**src/rtl/cpu_pkg.sv**
```systemverilog
// Shared fetch-stage types and constants for the CPU front end.
// No logic; enums, widths and default reset vector only.
// Imported by ifetch_unit and npc_calc.
package cpu_pkg;

    localparam int WORD_W = 32;
    localparam int IMM_W  = 16;

    localparam logic [WORD_W-1:0] DEF_RESET_PC = 32'h0040_0000;

    typedef enum logic [1:0] {
        ST_BOOT  = 2'd0,
        ST_FETCH = 2'd1,
        ST_EXEC  = 2'd2
    } fetch_state_e;

endpackage

```
**src/rtl/npc_calc.sv**
```systemverilog
// Next-PC calculator: pc+4 or pc+4+sext(imm16)<<2, selected by npc_sel.
// Latency: purely combinational, zero cycles.
// Backpressure: none; the caller decides when npc is consumed.
module npc_calc
    import cpu_pkg::*;
(
    input  logic [WORD_W-1:0] pc,
    input  logic [IMM_W-1:0]  imm16,
    input  logic              npc_sel,
    output logic [WORD_W-1:0] npc
);

    logic [WORD_W-1:0] seq;
    logic [WORD_W-1:0] offset;

    // Sequential and branch targets; both wrap modulo 2^32.
    always_comb begin
        seq    = pc + 32'd4;
        offset = {{14{imm16[IMM_W-1]}}, imm16, 2'b00};
        npc    = npc_sel ? (seq + offset) : seq;
    end

endmodule

```
**src/rtl/ifetch_unit.sv**
```systemverilog
// Instruction fetch: holds pc, fetches from variable-latency imem, commits next pc.
// Latency: inst_valid one cycle after imem_ready; one instruction per fetch latency + 1 + stall cycles.
// Backpressure: stall holds inst/pc/count in EXEC; request held stable until imem_ready.
module ifetch_unit
    import cpu_pkg::*;
#(
    parameter logic [WORD_W-1:0] RESET_PC = DEF_RESET_PC,
    parameter int                MAX_WAIT = 16
) (
    input  logic              clk,
    input  logic              rst_n,
    input  logic              stall,
    input  logic              npc_sel,
    output logic              imem_req,
    output logic [WORD_W-1:0] imem_addr,
    input  logic [WORD_W-1:0] imem_rdata,
    input  logic              imem_ready,
    output logic [WORD_W-1:0] inst,
    output logic              inst_valid,
    output logic [WORD_W-1:0] pc,
    output logic [WORD_W-1:0] instr_count,
    output logic              fetch_err
);

    localparam logic [15:0] MAX_W = 16'(MAX_WAIT);

    fetch_state_e      state_q, state_d;
    logic [WORD_W-1:0] pc_q, pc_d;
    logic [WORD_W-1:0] inst_q, inst_d;
    logic              inst_valid_q, inst_valid_d;
    logic              imem_req_q, imem_req_d;
    logic [WORD_W-1:0] instr_count_q, instr_count_d;
    logic              fetch_err_q, fetch_err_d;
    logic [15:0]       wait_cnt_q, wait_cnt_d;
    logic [WORD_W-1:0] npc;

    npc_calc u_npc_calc (
        .pc      (pc_q),
        .imm16   (inst_q[IMM_W-1:0]),
        .npc_sel (npc_sel),
        .npc     (npc)
    );

    // Next-state and datapath updates for the BOOT/FETCH/EXEC sequencer.
    always_comb begin
        state_d       = state_q;
        pc_d          = pc_q;
        inst_d        = inst_q;
        inst_valid_d  = inst_valid_q;
        imem_req_d    = imem_req_q;
        instr_count_d = instr_count_q;
        fetch_err_d   = fetch_err_q;
        wait_cnt_d    = wait_cnt_q;
        case (state_q)
            ST_BOOT: begin
                state_d    = ST_FETCH;
                imem_req_d = 1'b1;
            end
            ST_FETCH: begin
                if (imem_ready) begin
                    inst_d       = imem_rdata;
                    inst_valid_d = 1'b1;
                    wait_cnt_d   = 16'd0;
                    imem_req_d   = 1'b0;
                    state_d      = ST_EXEC;
                end else if (wait_cnt_q < MAX_W) begin
                    // Saturating watchdog; the flag is sticky, the request keeps going.
                    wait_cnt_d = wait_cnt_q + 16'd1;
                    if (wait_cnt_q == MAX_W - 16'd1) begin
                        fetch_err_d = 1'b1;
                    end
                end
            end
            ST_EXEC: begin
                // npc is only consumed on a non-stalled edge, so npc_sel is
                // effectively re-evaluated at the real commit.
                if (!stall) begin
                    pc_d          = npc;
                    inst_valid_d  = 1'b0;
                    instr_count_d = instr_count_q + 32'd1;
                    imem_req_d    = 1'b1;
                    state_d       = ST_FETCH;
                end
            end
            default: begin
                state_d    = ST_BOOT;
                imem_req_d = 1'b0;
            end
        endcase
    end

    // All fetch-stage state; reset aborts any fetch or stall immediately.
    always_ff @(posedge clk or negedge rst_n) begin
        if (!rst_n) begin
            state_q       <= ST_BOOT;
            pc_q          <= RESET_PC;
            inst_q        <= '0;
            inst_valid_q  <= 1'b0;
            imem_req_q    <= 1'b0;
            instr_count_q <= '0;
            fetch_err_q   <= 1'b0;
            wait_cnt_q    <= '0;
        end else begin
            state_q       <= state_d;
            pc_q          <= pc_d;
            inst_q        <= inst_d;
            inst_valid_q  <= inst_valid_d;
            imem_req_q    <= imem_req_d;
            instr_count_q <= instr_count_d;
            fetch_err_q   <= fetch_err_d;
            wait_cnt_q    <= wait_cnt_d;
        end
    end

    assign imem_req    = imem_req_q;
    assign imem_addr   = pc_q;
    assign inst        = inst_q;
    assign inst_valid  = inst_valid_q;
    assign pc          = pc_q;
    assign instr_count = instr_count_q;
    assign fetch_err   = fetch_err_q;

endmodule

```
**config.mk**
```make
export PLATFORM = sky130hd
export DESIGN_NAME = ifetch_unit
export DESIGN_NICKNAME = d
export VERILOG_FILES = /design/src/rtl/cpu_pkg.sv /design/src/rtl/npc_calc.sv /design/src/rtl/ifetch_unit.sv
export SDC_FILE = /design/constraint.sdc
export NUM_CORES = 1
export LEC_CHECK = 0
export BUFFER_PORTS_ARGS = -buffer_cell sky130_fd_sc_hd__buf_4
export CORE_MARGIN = 2
export CORE_UTILIZATION = 40
export CTS_CLUSTER_SIZE = 24
export DETAILED_ROUTE_END_ITERATION = 6
export SETUP_SLACK_MARGIN = 0.05
export SYNTH_ARGS = -nofsm -noshare
export SYNTH_HDL_FRONTEND = slang
export SYNTH_SLANG_ARGS = --single-unit
```
**constraint.sdc**
```tcl
create_clock -name clk -period 6.8 [get_ports clk]
set_input_delay 0 -clock clk [delete_from_list [all_inputs] [get_ports clk]]
set_output_delay 0 -clock clk [all_outputs]
set_load 0.01 [all_outputs]
```
**Yosys cells after proc, flatten, opt, wreduce, memory -nomap -nowiden**

Index checks and enable logic that the tools add are counted.

- Add/sub/neg operators: 4
- $lt $le $gt $ge: 1
- Equal/unequal tests: 5
- Muxes and demuxes: 12
- Bitwise operators: 2
- Reductions and logical operators: 9

Operator list:

| operator | count |
|---|---|
| adder 32 x 1 -> 32 bit (second input constant) | 1 |
| adder 32 x 3 -> 32 bit (second input constant) | 1 |
| adder 32 bit | 1 |
| two-way mux 16 bit | 2 |
| two-way mux 32 bit | 1 |
| adder 16 x 1 -> 16 bit (second input constant) | 1 |
| == test 16 x 4 -> 1 bit (second input constant) | 1 |
| < comparator 16 x 5 -> 1 bit (second input constant) | 1 |
| AND reduction 2 bit | 4 |
| one-hot mux 2 bit (3 select lines) | 1 |
| two-way mux 1 bit | 4 |
| two-way mux 2 bit | 2 |
| != test 2 bit (second input constant) | 2 |
| AND reduction 4 bit | 1 |
| nonzero test 2 bit | 2 |
| one-hot mux 1 bit (3 select lines) | 1 |
| AND reduction 3 bit | 1 |
| == test 2 x 1 -> 1 bit (second input constant) | 1 |
| == test 2 bit (second input constant) | 1 |
| zero test 2 bit | 1 |
| inverter 1 bit | 2 |
| one-hot mux 1 bit (2 select lines) | 1 |

- Register bits after elaboration: 117
- Input bits: 37
- Word-level logic and storage cells: 41

**Logic depth before layout (Yosys ltp)**

- Word-level depth: 3
- Depth in mapped cells: 18

**Hierarchy**

A second synthesis with hierarchy kept.

- Cells, all modules: 734
- Area total of the unflattened synthesis: 7447.1 µm²

By module, submodules not included:

| module | times used | cells each | area an instance (µm²) | sequential area each (µm²) |
|---|---|---|---|---|
| ifetch_unit | 1 | 354 | 4845.9 | 2904.0 |
| npc_calc | 1 | 380 | 2601.2 | 0.0 |

**Worst setup path before layout**

OpenSTA, ideal clock, no wires.

- Path kind: reg2reg
- Start point: reg pc_q[4] (netlist: imem_addr[4])
- End point: reg pc_q[31] (netlist: imem_addr[31])
- Setup time: 79 ps
- Data arrival time: 3846 ps
- Data required time: 6721 ps
- Setup slack: 2875 ps
- Cell stages (with the launch flop): 18
- Path buffers: 1
- Clock period less this slack: 3925 ps
- Path through: dfrtp_1 -> and4_4 -> and3_4 -> and4_2 -> and3_1 -> nand3_1 -> xnor2_1 -> ha_1 -> clkbuf_1 -> a21oi_1 -> nor2_1 -> a211oi_1 -> or2_2 -> a31oi_1 -> or3_1 -> a311o_1 -> a21oi_1 -> xor2_1

- Longest elaborated chain between the ends: 3

Ends and longest elaborated chain:

| what | RTL line | source |
|---|---|---|
| start, declared | ifetch_unit.sv:28 | `logic [WORD_W-1:0] pc_q, pc_d;` |
| start signal, assigned | ifetch_unit.sv:105 | `pc_q <= pc_d;` |
| adder 32 x 3 -> 32 bit * | npc_calc.sv:18 | `seq = pc + 32'd4;` |
| adder 32 bit | npc_calc.sv:20 | `npc = npc_sel ? (seq + offset) : seq;` |
| two-way mux 32 bit * | npc_calc.sv:20 |  |

Mark *: on every way between the ends. The rest lies on a longest branch, timed or not.
A chain may end at the register's enable or synchronous reset.

**Final worst setup path**

Ends and elaborated chain as after synthesis.

==> impl_metrics.tcl <==
set metrics [dict create \
    setup_viol 0 \
    ys_ff_latch 114 \
    yosysSeqAreaShare_pct 39.4 \
    finalNetCount 1064 \
    syn_inst 829 \
    stdcell_count 1229 \
    rows 49 \
    period_minus_slack_ns 4.37 \
    rsz0062_at_grt "false" \
    drv_cap 0 \
    initial_utilization_pct 40.6 \
    grt_max_degree 77 \
    holdCritPathClass "in2async" \
    clk_latency_ns 0.42 \
    max_slew_margin_pct 34.4 \
    overflow 0 \
    die_area_um2 19200 \
    startpoint_type "register" \
    wire_per_inst_um 15.5 \
    cts_root_buf "clkbuf_16" \
    period_share_pct 64.2 \
    worst-r2r-cell-count 16 \
    wl_met1_mm 9.21 \
    wl_met3_um 788 \
    r2r_start "imem_addr[4]$_DFFE_PN0P_" \
    htree_num_levels 4 \
    dp_hpwl_mm 13.5 \
    ant_nets 0 \
    status "complete, no violations" \
    grt_pass1_wl_mm 31.6 \
    cp_max_fo 9 \
    synth_top_area_share_pct 39.0 \
    worstPathArrival_ns 4.71 \
    ys_warn_count 0 \
    fin_tns_setup_ns 0 \
    slew_violations 0 \
    antenna_found_initial 0 \
    clock_skew_ns 0.00729 \
    track_usage_pct 20.3 \
    chipHeight_um 139 \
    synth_cell_types 68 \
    ys_top_cells_by_area "dfrtp_1 39%, nand2_1 8.1%, xnor2_1 7.3%" \
    highest_layer "met4" \
    vias 6348 \
    synthFlopType "dfrtp_1" \
    clock_sinks 114 \
    power.leakage_nw 4.55 \
    gp_congestion 0.881 \
    routed-wl-met2_mm 8.74 \
    post-cts-setup-buffers 0 \
    netlist_area_um2 7250 \
    r2r_slack_ns 2.43 \
    cts_made_buffers 17 \
    drc 0 \
    synth_top_area_cell "dfrtp_1" \
    final_layout_size_suffix_gt1_share_pct 21.9 \
    grt_pass1_vias 6066 \
    port_buffers 163 \
    coreArea_um2 17800 \
    ios 168 \
    r2r-end "imem_addr[31]$_DFFE_PN0P_" \
    antenna_cells 0 \
    first_pass_iters 5 \
    ctsResizeCount 0 \
    cts_hold_buf 35 \
    synth-async-reset-ratio_pct 100 \
    cts_tree "yes" \
    crit_type "reg2reg" \
    critPathRequiredTime_ns 7.14 \
    power_density_nw_per_um2 461 \
    drt-total-wl_mm 19.1 \
    fmax_mhz 229 \
    worst_slew_pin_slew_ns 0.984 \
    finalHoldViolCount 0 \
    syn_area_per_cell_um2 8.74 \
    area_growth_syn_to_layout_pct 29.3 \
    ir_drop_uv 213 \
    place_inst 1162 \
    dieWidth_um 139 \
    synth_edf_count 0 \
    cts_buffer_depth 2 \
    worstSetupEndpointType "register" \
    drtIter0Drc 309 \
    clkTransAtPathRegs_ns 0.06 \
    via_per_inst 5.17 \
]
==> layer usage <==
layer / up-vias / GRT usage (%)
li1: 3180 / -
met1: 2979 / 28.2
met2: 163 / 31.8
met3: 26 / 3.73
met4: 0 / 7.36
met5: - / 0
==> power breakdown <==
| part | leakage (nW) | total, mW | internal (mW) | switching (mW) |
|---|---|---|---|---|
| combinational | 2.80 | 2.24 | 1.03 | 1.20 |
| clock | 0.280 | 0.900 | 0.553 | 0.347 |
| sequential | 1.47 | 1.18 | 0.875 | 0.309 |
==> critical path, cell delays in order (launching register included) <==
cell	delay [ns]
dfrtp_1	0.49
and4_4	0.29
and3_4	0.22
nand3_1	0.14
nor4_2	0.64
nand3_1	0.24
xnor2_1	0.25
ha_1	0.33
nand2_1	0.09
nor2_1	0.05
a211oi_1	0.29
or2_2	0.17
a31oi_1	0.08
or3_1	0.34
a311o_1	0.35
a21oi_1	0.17
xor2_1	0.16
==> state kept, by name (all words and copies together) (netlist names) <==
| register | count |
|---|---|
| imem_addr | 30 |
| wait_cnt_q | 16 |
| fetch_err | 1 |
| inst_valid | 1 |
| instr_count | 32 |
| state_q | 2 |
| inst | 32 |
==> worst max-delay path by stage <==
stage,from,to,cells past startpoint
floorplan,imem_addr[4]$_DFFE_PN0P_,imem_addr[31]$_DFFE_PN0P_,17
global placement,imem_addr[5]$_DFFE_PN0P_,imem_addr[31]$_DFFE_PN0P_,16
detailed placement,imem_addr[4]$_DFFE_PN0P_,imem_addr[31]$_DFFE_PN0P_,16
CTS,imem_addr[4]$_DFFE_PN0P_,imem_addr[31]$_DFFE_PN0P_,16
global route,imem_addr[4]$_DFFE_PN0P_,imem_addr[31]$_DFFE_PN0P_,16
finish,imem_addr[4]$_DFFE_PN0P_,imem_addr[31]$_DFFE_PN0P_,16
==> stage by stage <==
stage                     hold WS [ns]  power, mW  setup WS (ns)  utilization [%]  area (um2)
final                           0.0853       4.32           2.43             52.5        9370
after floorplan                 -0.296       2.68           2.87                -        7260
after CTS                       0.0875       4.34           2.41             52.5        9370
after global placement        -0.00259       3.40           2.57             47.2        8420
after global routing             0.124       4.67           1.96             52.5        9370
after detailed placement       0.00377       3.40           2.43             47.2        8420
==> placed cells by master, fill, tap and decap left out, types with 5 or more instances in the layout <==
master	instances
xor2_1	24
nand2_1	156
and3_1	17
inv_1	10
a21o_1	18
o21ai_0	48
o21bai_1	5
buf_4	168
dfrtp_1	113
a21oi_1	53
inv_6	5
nand3_1	42
xnor2_1	60
clkbuf_16	17
and2_1	17
nor2_1	39
nor4_1	10
nor2b_1	5
a31oi_1	7
ha_1	39
nor3_1	8
dlygate4sd3_1	35
nand4_1	14
==> cell type report <==
cell class / count / area [um2]
inverter: 10 / 37.5
clock buffer: 18 / 439
timing repair buffer: 203 / 1610
fill: 1678 / 8470
sequential: 114 / 2850
tap: 229 / 287
multi-input combinational: 641 / 3990
clock inverter: 14 / 153
==> cells in the mapped netlist, types with 2 or more instances <==
master,number
nand3b_1,3
clkbuf_1,31
nand2_1,156
a31oi_1,7
o31ai_1,3
xor2_1,24
nand4_1,14
nor3b_1,2
and4_1,4
dfrtp_1,113
nor2_1,39
o211ai_1,4
buf_4,34
nor4_1,10
nand3_1,42
nand2b_1,2
a32oi_1,3
and3_1,17
a221oi_1,2
o22a_1,3
inv_1,10
a211oi_1,4
o21bai_1,5
xnor2_1,60
ha_1,39
or2_2,3
or3_1,2
a21oi_1,53
nor3_1,8
nor2b_1,5
o21ai_0,48
a22oi_1,4
and3_2,2
and2_1,17
o21a_1,4
o2111ai_1,2
a21o_1,18
or4_1,2
==> cell families (layout without fill, tap and decap cells) <==
kind of cell    after synthesis  in the layout  share of synthesized area [%]
other cells                   1              4                         0.0518
compound gates              171            171                           14.5
mux                           2              2                          0.294
simple gates                340            340                           22.9
buf+inv                      77            245                           5.77
xor+xnor                     84             84                           10.2
fa+ha+maj                    40             40                           7.01
flops                       114            114                           39.4
Note: power is estimated with default switching activity, not from simulation.
